File: config.mk
export PLATFORM = sky130hd
export DESIGN_NAME = sbp_lookup_ingress
export DESIGN_NICKNAME = d
export VERILOG_FILES = /design/src/rtl/sbp_lookup_ingress.sv
export SDC_FILE = /design/constraint.sdc
export NUM_CORES = 1
export LEC_CHECK = 0
export CAP_MARGIN = 40
export CORE_MARGIN = 2
export CORE_UTILIZATION = 26
export DETAILED_ROUTE_END_ITERATION = 10
export DONT_BUFFER_PORTS = 1
export MAX_ROUTING_LAYER = met4
export PLACE_DENSITY_LB_ADDON = 0.08
export REMOVE_ABC_BUFFERS = 1
export SLEW_MARGIN = 0
export SYNTH_ARGS = -nofsm -noshare
export SYNTH_HDL_FRONTEND = slang
export SYNTH_SLANG_ARGS = --single-unit
File: constraint.sdc
create_clock -name clk -period 4.2 [get_ports clk]
set_input_delay 0.84 -clock clk [delete_from_list [all_inputs] [get_ports clk]]
set_output_delay 0.84 -clock clk [all_outputs]
set_load 0.1 [all_outputs]
File: src/rtl/sbp_lookup_ingress.sv
// sbp_lookup_ingress: merges lookup requests and table-update writes into the first lookup stage.
// Latency: 1 cycle from the accepting handshake to the registered pipeline outputs.
// Backpressure: lookups are held off when no credits remain. Updates are held off only while an eligible lookup has priority.
//
// Ports:
//   clk, rst                 - clock, asynchronous active-high reset
//   lkp_valid_i/ready_o      - lookup request handshake, lkp_ip_addr_i carries the address
//   upd_valid_i/ready_o      - update request handshake, upd_* carry the table write
//   credit_return_i          - one pulse per lookup result consumed downstream
//   update_o ... result_o    - registered command to the first lookup stage
//   credit_cnt_o             - lookups that may still be issued
//   credit_err_o             - sticky flag, set by a credit return while the count is full
// Optional feature macro: SBP_INGRESS_STATS_EN adds lkp_count_o / upd_count_o.
// These are saturating counters of granted lookups and granted updates.

module sbp_lookup_ingress #(
  parameter int STAGE_ID_BITS = 6,
  parameter int LOCATION_BITS = 11,
  parameter int RESULT_BITS   = 24,
  parameter int CREDITS       = 16,
  parameter int MAX_UPD_BURST = 4
) (
  input  logic                     clk,
  input  logic                     rst,
  input  logic                     lkp_valid_i,
  output logic                     lkp_ready_o,
  input  logic [31:0]              lkp_ip_addr_i,
  input  logic                     upd_valid_i,
  output logic                     upd_ready_o,
  input  logic [31:0]              upd_prefix_i,
  input  logic [5:0]               upd_prefix_len_i,
  input  logic [STAGE_ID_BITS-1:0] upd_stage_id_i,
  input  logic [LOCATION_BITS-1:0] upd_location_i,
  input  logic [RESULT_BITS-1:0]   upd_result_i,
  input  logic                     credit_return_i,
  output logic                     update_o,
  output logic [31:0]              ip_addr_o,
  output logic [5:0]               bit_pos_o,
  output logic [STAGE_ID_BITS-1:0] stage_id_o,
  output logic [LOCATION_BITS-1:0] location_o,
  output logic [RESULT_BITS-1:0]   result_o,
  output logic [7:0]               credit_cnt_o,
`ifdef SBP_INGRESS_STATS_EN
  output logic [31:0]              lkp_count_o,
  output logic [31:0]              upd_count_o,
`endif
  output logic                     credit_err_o
);

  localparam logic [7:0] CREDIT_MAX = 8'(CREDITS);
  localparam logic [4:0] BURST_MAX  = 5'(MAX_UPD_BURST);

  typedef enum logic {UPD_PRIO = 1'b0, LKP_PRIO = 1'b1} arb_state_t;

  arb_state_t state, state_nxt;
  logic [3:0] burst_cnt;
  logic       has_credit;
  logic       lkp_elig;
  logic       lkp_gnt;
  logic       upd_gnt;
  logic [4:0] burst_inc;

  assign has_credit = (credit_cnt_o != 8'd0);
  assign lkp_elig   = lkp_valid_i && has_credit;
  assign lkp_gnt    = lkp_valid_i && lkp_ready_o;
  assign upd_gnt    = upd_valid_i && upd_ready_o;
  assign burst_inc  = {1'b0, burst_cnt} + 5'd1;

  // Arbiter: readies are derived from state so that at most one grant can occur per cycle.
  // In LKP_PRIO with zero credits the lookup is not eligible, so updates keep flowing.
  always_comb begin
    state_nxt   = state;
    lkp_ready_o = 1'b0;
    upd_ready_o = 1'b0;
    if (!rst) begin
      if (state == LKP_PRIO) begin
        lkp_ready_o = has_credit;
        upd_ready_o = !lkp_elig;
        if (lkp_gnt || !lkp_valid_i) begin
          state_nxt = UPD_PRIO;
        end
      end else begin
        upd_ready_o = 1'b1;
        lkp_ready_o = has_credit && !upd_valid_i;
        if (upd_gnt && lkp_valid_i && (burst_inc >= BURST_MAX)) begin
          state_nxt = LKP_PRIO;
        end
      end
    end
  end

  always_ff @(posedge clk or posedge rst) begin
    if (rst) begin
      state <= UPD_PRIO;
    end else begin
      state <= state_nxt;
    end
  end

  // The burst counter only tracks updates that were granted while a lookup was waiting.
  // It saturates, because with zero credits updates may keep winning while in LKP_PRIO.
  always_ff @(posedge clk or posedge rst) begin
    if (rst) begin
      burst_cnt <= 4'd0;
    end else if (!lkp_valid_i || lkp_gnt) begin
      burst_cnt <= 4'd0;
    end else if (upd_gnt && (burst_cnt != 4'hF)) begin
      burst_cnt <= burst_cnt + 4'd1;
    end
  end

  // Credits: a grant and a return in the same cycle cancel out.
  // A return while the count is full is dropped and latched as an error.
  always_ff @(posedge clk or posedge rst) begin
    if (rst) begin
      credit_cnt_o <= CREDIT_MAX;
      credit_err_o <= 1'b0;
    end else if (lkp_gnt && !credit_return_i) begin
      credit_cnt_o <= credit_cnt_o - 8'd1;
    end else if (!lkp_gnt && credit_return_i) begin
      if (credit_cnt_o == CREDIT_MAX) begin
        credit_err_o <= 1'b1;
      end else begin
        credit_cnt_o <= credit_cnt_o + 8'd1;
      end
    end
  end

  // Stage command register. A cycle with no grant issues a bubble, and stage id 0 selects no stage.
  always_ff @(posedge clk or posedge rst) begin
    if (rst) begin
      update_o   <= 1'b0;
      ip_addr_o  <= 32'd0;
      bit_pos_o  <= 6'd0;
      stage_id_o <= '0;
      location_o <= '0;
      result_o   <= '0;
    end else if (upd_gnt) begin
      update_o   <= 1'b1;
      ip_addr_o  <= upd_prefix_i;
      bit_pos_o  <= upd_prefix_len_i;
      stage_id_o <= upd_stage_id_i;
      location_o <= upd_location_i;
      result_o   <= upd_result_i;
    end else if (lkp_gnt) begin
      update_o   <= 1'b0;
      ip_addr_o  <= lkp_ip_addr_i;
      bit_pos_o  <= 6'd0;
      stage_id_o <= STAGE_ID_BITS'(1);
      location_o <= '0;
      result_o   <= '0;
    end else begin
      update_o   <= 1'b0;
      ip_addr_o  <= 32'd0;
      bit_pos_o  <= 6'd0;
      stage_id_o <= '0;
      location_o <= '0;
      result_o   <= '0;
    end
  end

`ifdef SBP_INGRESS_STATS_EN
  always_ff @(posedge clk or posedge rst) begin
    if (rst) begin
      lkp_count_o <= 32'd0;
      upd_count_o <= 32'd0;
    end else begin
      if (lkp_gnt && (lkp_count_o != 32'hFFFF_FFFF)) begin
        lkp_count_o <= lkp_count_o + 32'd1;
      end
      if (upd_gnt && (upd_count_o != 32'hFFFF_FFFF)) begin
        upd_count_o <= upd_count_o + 32'd1;
      end
    end
  end
`endif

endmodule

After elaboration in Yosys (flattened, before gate mapping)
Index checks and enable logic that the tools add are counted.
- register bits: 94
- output and inout bits: 91
- logic and storage cells: 59
- add/sub/neg operators: 4
- magnitude comparators: 1
- equal/unequal tests: 3
- muxes and demuxes: 20
- bitwise gates (word level): 1
- reductions and logical operators: 20
- operators by type and width (operator ; count):
    $mux 32 ; 2
    $mux 24 ; 1
    $mux 8 ; 3
    $mux 6 ; 2
    $mux 11 ; 1
    $logic_and 1x1->1 ; 9
    $mux 1 ; 9
    $add 8x1->8 const B ; 1
    $eq 8x5->1 const B ; 1
    $mux 4 ; 2
    $reduce_bool 8->1 ; 1
    $sub 8x1->8 const B ; 1
    $add 4x1->5 const B ; 1
    $ge 5x3->1 const B ; 1
    $logic_not 1->1 ; 5
    $add 4x1->4 const B ; 1
    $ne 4x4->1 const B ; 1
    $reduce_bool 2->1 ; 2
    $reduce_and 3->1 ; 1
    $ne 2x2->1 const B ; 1
    $reduce_and 2->1 ; 1
    $logic_or 1x1->1 ; 1
    $not 1->1 ; 1

Logic depth before layout (Yosys ltp)
- word-level depth: 10
- mapped depth: 17
- mapped depth without buffers: 12

Worst setup path before layout
No wires, ideal clock.
- path kind: reg2reg
- start point: reg credit_cnt_o[5]
- end point: reg credit_cnt_o[6]
- data arrival time: 4987 ps
- data required time: 4033 ps
- setup slack: -954 ps
- stages on the path, launching flop included: 18
- buffers on the path: 5
- period minus slack after synthesis: 5154 ps
- path through: dfrtp_1 clkbuf_2 nor2_1 and3_1 nor3_2 and2_4 buf_6 buf_6 ha_1 clkbuf_1 buf_2 xor2_1 ha_1 nor4_1 nor4_2 a2bb2oi_1 a31oi_1 xor2_1
- word-level cells in the longest chain between the ends: 9
- elaborated cells between the ends (all ways): 17
- classes of those cells: add/sub: 2; eq/ne: 2; mux: 5; reduce/logical: 8
- RTL lines (item ; line ; source):
    start: declaration ; 42 ; output logic [7:0] credit_cnt_o,
    start signal: assignment ; 119 ; credit_cnt_o <= credit_cnt_o - 8'd1;
    start signal: assignment ; 124 ; credit_cnt_o <= credit_cnt_o + 8'd1;
    $reduce_bool 8->1 * ; 63 ; assign has_credit = (credit_cnt_o != 8'd0);
    $logic_and 1x1->1 ; 84 ; lkp_ready_o = has_credit && !upd_valid_i;
    $mux 1 * ; 76 ; if (state == LKP_PRIO) begin
    $mux 1 * ; 75 ; if (!rst) begin
    net lkp_ready_o ; 26 ; output logic lkp_ready_o,
    $logic_and 1x1->1 * ; 65 ; assign lkp_gnt = lkp_valid_i && lkp_ready_o;
    $logic_not 1->1 ; 120 ; end else if (!lkp_gnt && credit_return_i) begin
    $logic_and 1x1->1 ; 120 ;
    $reduce_bool 2->1 (no source line) ; - ;
    $reduce_and 2->1 (no source line) ; - ;
Mark *: on every way through the listed nets, which the timed path passes. The rest lies on a longest branch. The select of a mux whose other input is x is not followed.
A chain may end at the register's enable or synchronous reset.

Worst setup path in the final report
- start point: reg credit_cnt_o[4]
- end point: reg credit_cnt_o[6]
- word-level cells in the longest chain between the ends: 9
- elaborated cells between the ends (all ways): 17
- classes of those cells: add/sub: 2; eq/ne: 2; mux: 5; reduce/logical: 8
- RTL lines (item):
    parallel branches: the longest is 9 deep, another holds $add 8x1->8
Parallel ways; which one is timed is not known. The select of a mux whose other input is x is not followed.

==> impl_metrics.json <==
{
  "placed_cell_area_um2": 4650,
  "rsz0062_at_grt": "false",
  "synthesis.area_um2": 3760,
  "maxSlewViolCount": 0,
  "synth_warnings": 0,
  "nets": 445,
  "cts_max_level": 3,
  "fp.dieH_um": 124,
  "route.met3.wl_um": 732,
  "placed_cells": 491,
  "hold_buffers": 0,
  "diodes": 0,
  "drt-met1-wl_mm": 3.94,
  "die_area_um2": 15400,
  "final_cell_area_um2": 4970,
  "grt_max_degree": 75,
  "postSynthAreaPerCell_um2": 12.8,
  "crit_path_start_kind": "flop",
  "fin_cells": 508,
  "drv_cap": 0,
  "wire_per_inst_um": 19.6,
  "num_rows": 43,
  "core_um2": 14000,
  "ctsResizeCount": 0,
  "die_w_um": 124,
  "min_path_type": "primary input to async pin",
  "cts_buffers": 9,
  "status": "complete, no violations",
  "setup_viol": 0,
  "io_pins": 207,
  "top_layer_used": "met4",
  "p_leak_nw": 2.31,
  "hpwl_mm": 7.29,
  "tritoncts": "yes",
  "cts.sinks": 94,
  "met2WireLength_mm": 5.06,
  "postSynthCellCount": 294,
  "grt_pass1_vias": 2551,
  "area_growth_pct": 32.0,
  "period_needed_ns": 3.25,
  "vias": 2397,
  "path_clk_slew_ns": 0.07,
  "power_density_nw_per_um2": 596,
  "fmax_mhz": 307,
  "timing.final.crit_share_pct": 77.4,
  "place_congestion": 0.764,
  "synth-async-reset-ratio_pct": 100,
  "ys_seq_elements": 94,
  "crit_type": "flop to flop",
  "drtAntennaViolNets": 0,
  "arrival_ns": 3.47,
  "antenna_found_initial": 0,
  "grt_pass1_wl_mm": 15.6,
  "rr_worst_depth": 12,
  "routed_wirelength_mm": 9.94,
  "p_total_w": 0.00296,
  "critPathCaptureType": "flop",
  "clock_skew_ns": 0.00991,
  "overflow": 0,
  "synth_edf_count": 0,
  "worstMarginPinSlew_ns": 0.897,
  "root_buffer": "clkbuf_16",
  "yosysUniqueCellTypes": 44,
  "hold_viol": 0,
  "fillers": 1380,
  "grt_usage_pct": 13.7,
  "max-vdd-ir-drop_mv": 0.308,
  "start_util_pct": 26.9,
  "drive_gt1_share_pct": 19.5,
  "synthFlopType": "dfrtp_1",
  "post_drt_via_cell_ratio": 4.72,
  "cts_setup_buffers": 0,
  "port_buffers": 0,
  "clk_latency_ns": 0.35,
  "slew_headroom_pct": 40.2,
  "crit_required_ns": 4.42,
  "drtIter0Drc": 101,
  "drc_errors": 0,
  "cts.path.max_buffers": 2,
  "path_max_fanout": 36,
  "dr.pass1.iters": 4,
  "finish.utilization_pct": 35.5,
  "ys_seq_area_share_pct": 62.6
}
==> worst max-delay path: stages (launching register included) <==
cell	delay [ns]
dfstp_2	0.53
nor2_1	0.07
and3_1	0.22
nor3_4	0.17
and2_4	0.43
ha_1	0.38
xor2_1	0.19
ha_1	0.21
nor4_1	0.07
nor4_2	0.35
a2bb2oi_1	0.21
a31oi_1	0.11
xor2_1	0.15
==> per-layer routing <==
metal / global-route usage, % / vias to the layer above
li1: - / 1074
met1: 15.4 / 1186
met2: 22.1 / 122
met3: 4.42 / 15
met4: 6.54 / 0
met5: - / -
==> synthesized netlist by cell type, drive strengths merged (2+ instances only) <==
library cell | number | area [um^2]
nor2b | 3 | 18.8
ha | 6 | 75.1
a22o | 32 | 280
and4b | 2 | 20.0
inv | 5 | 18.8
nor4 | 4 | 46.3
o21ai | 3 | 15.0
nand2 | 13 | 48.8
and2 | 47 | 297
and3b | 2 | 17.5
buf | 15 | 116
a31oi | 3 | 18.8
nor3b | 4 | 35.0
nor2 | 9 | 33.8
xnor2 | 6 | 52.6
a21oi | 8 | 40.0
a21o | 5 | 37.5
nor3 | 4 | 25.0
clkbuf | 6 | 27.5
nand3 | 3 | 15.0
xor2 | 6 | 52.6
mux2i | 2 | 20.0
dfrtp | 93 | 2330
==> state kept, by name, indices dropped and copies added (netlist names) <==
signal	count
location_o	11
burst_cnt	4
credit_cnt_o	8
result_o	24
bit_pos_o	6
credit_err_o	1
update_o	1
ip_addr_o	32
stage_id_o	6
state	1
==> per-stage QoR <==
step | setup TNS [ns] | worst slack, ns | hold WS, ns
finish | 0 | 0.948 | 0.491
global route | 0 | 0.661 | 0.548
CTS | 0 | 0.959 | 0.513
detailed placement | 0 | 0.838 | 0.542
global placement | 0 | 0.891 | 0.570
floorplan | -3.63 | -0.858 | 0.525
==> final cells by class <==
class | count | area [um^2] | share of cell area (%)
sequential | 94 | 2350 | 47.4
multi-input combinational | 174 | 1260 | 25.4
tap | 180 | 225 | 4.54
inverter | 5 | 21.3 | 0.428
clock inverter | 7 | 66.3 | 1.34
timing repair buffer | 39 | 813 | 16.4
clock buffer | 9 | 225 | 4.54
==> where the power goes <==
part           internal [W]  switching, W  leakage, nW
clock network      0.000415      0.000379        0.141
logic              0.000253      0.000660        0.923
registers          0.000987      0.000263         1.24
total               0.00166       0.00130         2.31
==> logic make-up (layout without fill, tap and decap cells) <==
family,count (synthesis),after routing,synth area share (%)
DFF,94,94,62.6
buffers and inverters,26,60,4.32
xor gates and xnor gates,12,12,2.79
adders and majority gates,6,6,2.00
and+or+nand+nor,95,95,15.5
AOI/OAI and AO/OA,59,59,12.3
muxes,2,2,0.532
==> worst paths after layout <==
path / start / to / slack (ns)
min in group clk: credit_err_o / credit_err_o / 0.56
worst max-delay path: credit_cnt_o[4] / credit_cnt_o[6] / 0.95
worst min register to register: credit_err_o / credit_err_o / 0.56
max in group asynchronous: rst / ip_addr_o[3] / 2.74
worst min-delay path: rst / burst_cnt[1] / 0.49
worst max register to register: credit_cnt_o[4] / credit_cnt_o[6] / 0.95
==> cells in the final DEF (no fill, tap or decap), types with 4 or more instances in the layout <==
master	count
a21oi_1	8
xor2_1	6
buf_4	13
dfrtp_1	93
nor2_1	8
inv_1	4
ha_1	6
nand2_1	13
xnor2_1	6
clkbuf_16	9
a22o_1	32
and2_1	46
a21o_1	5
buf_16	26
(Power assumes the default switching activity.)
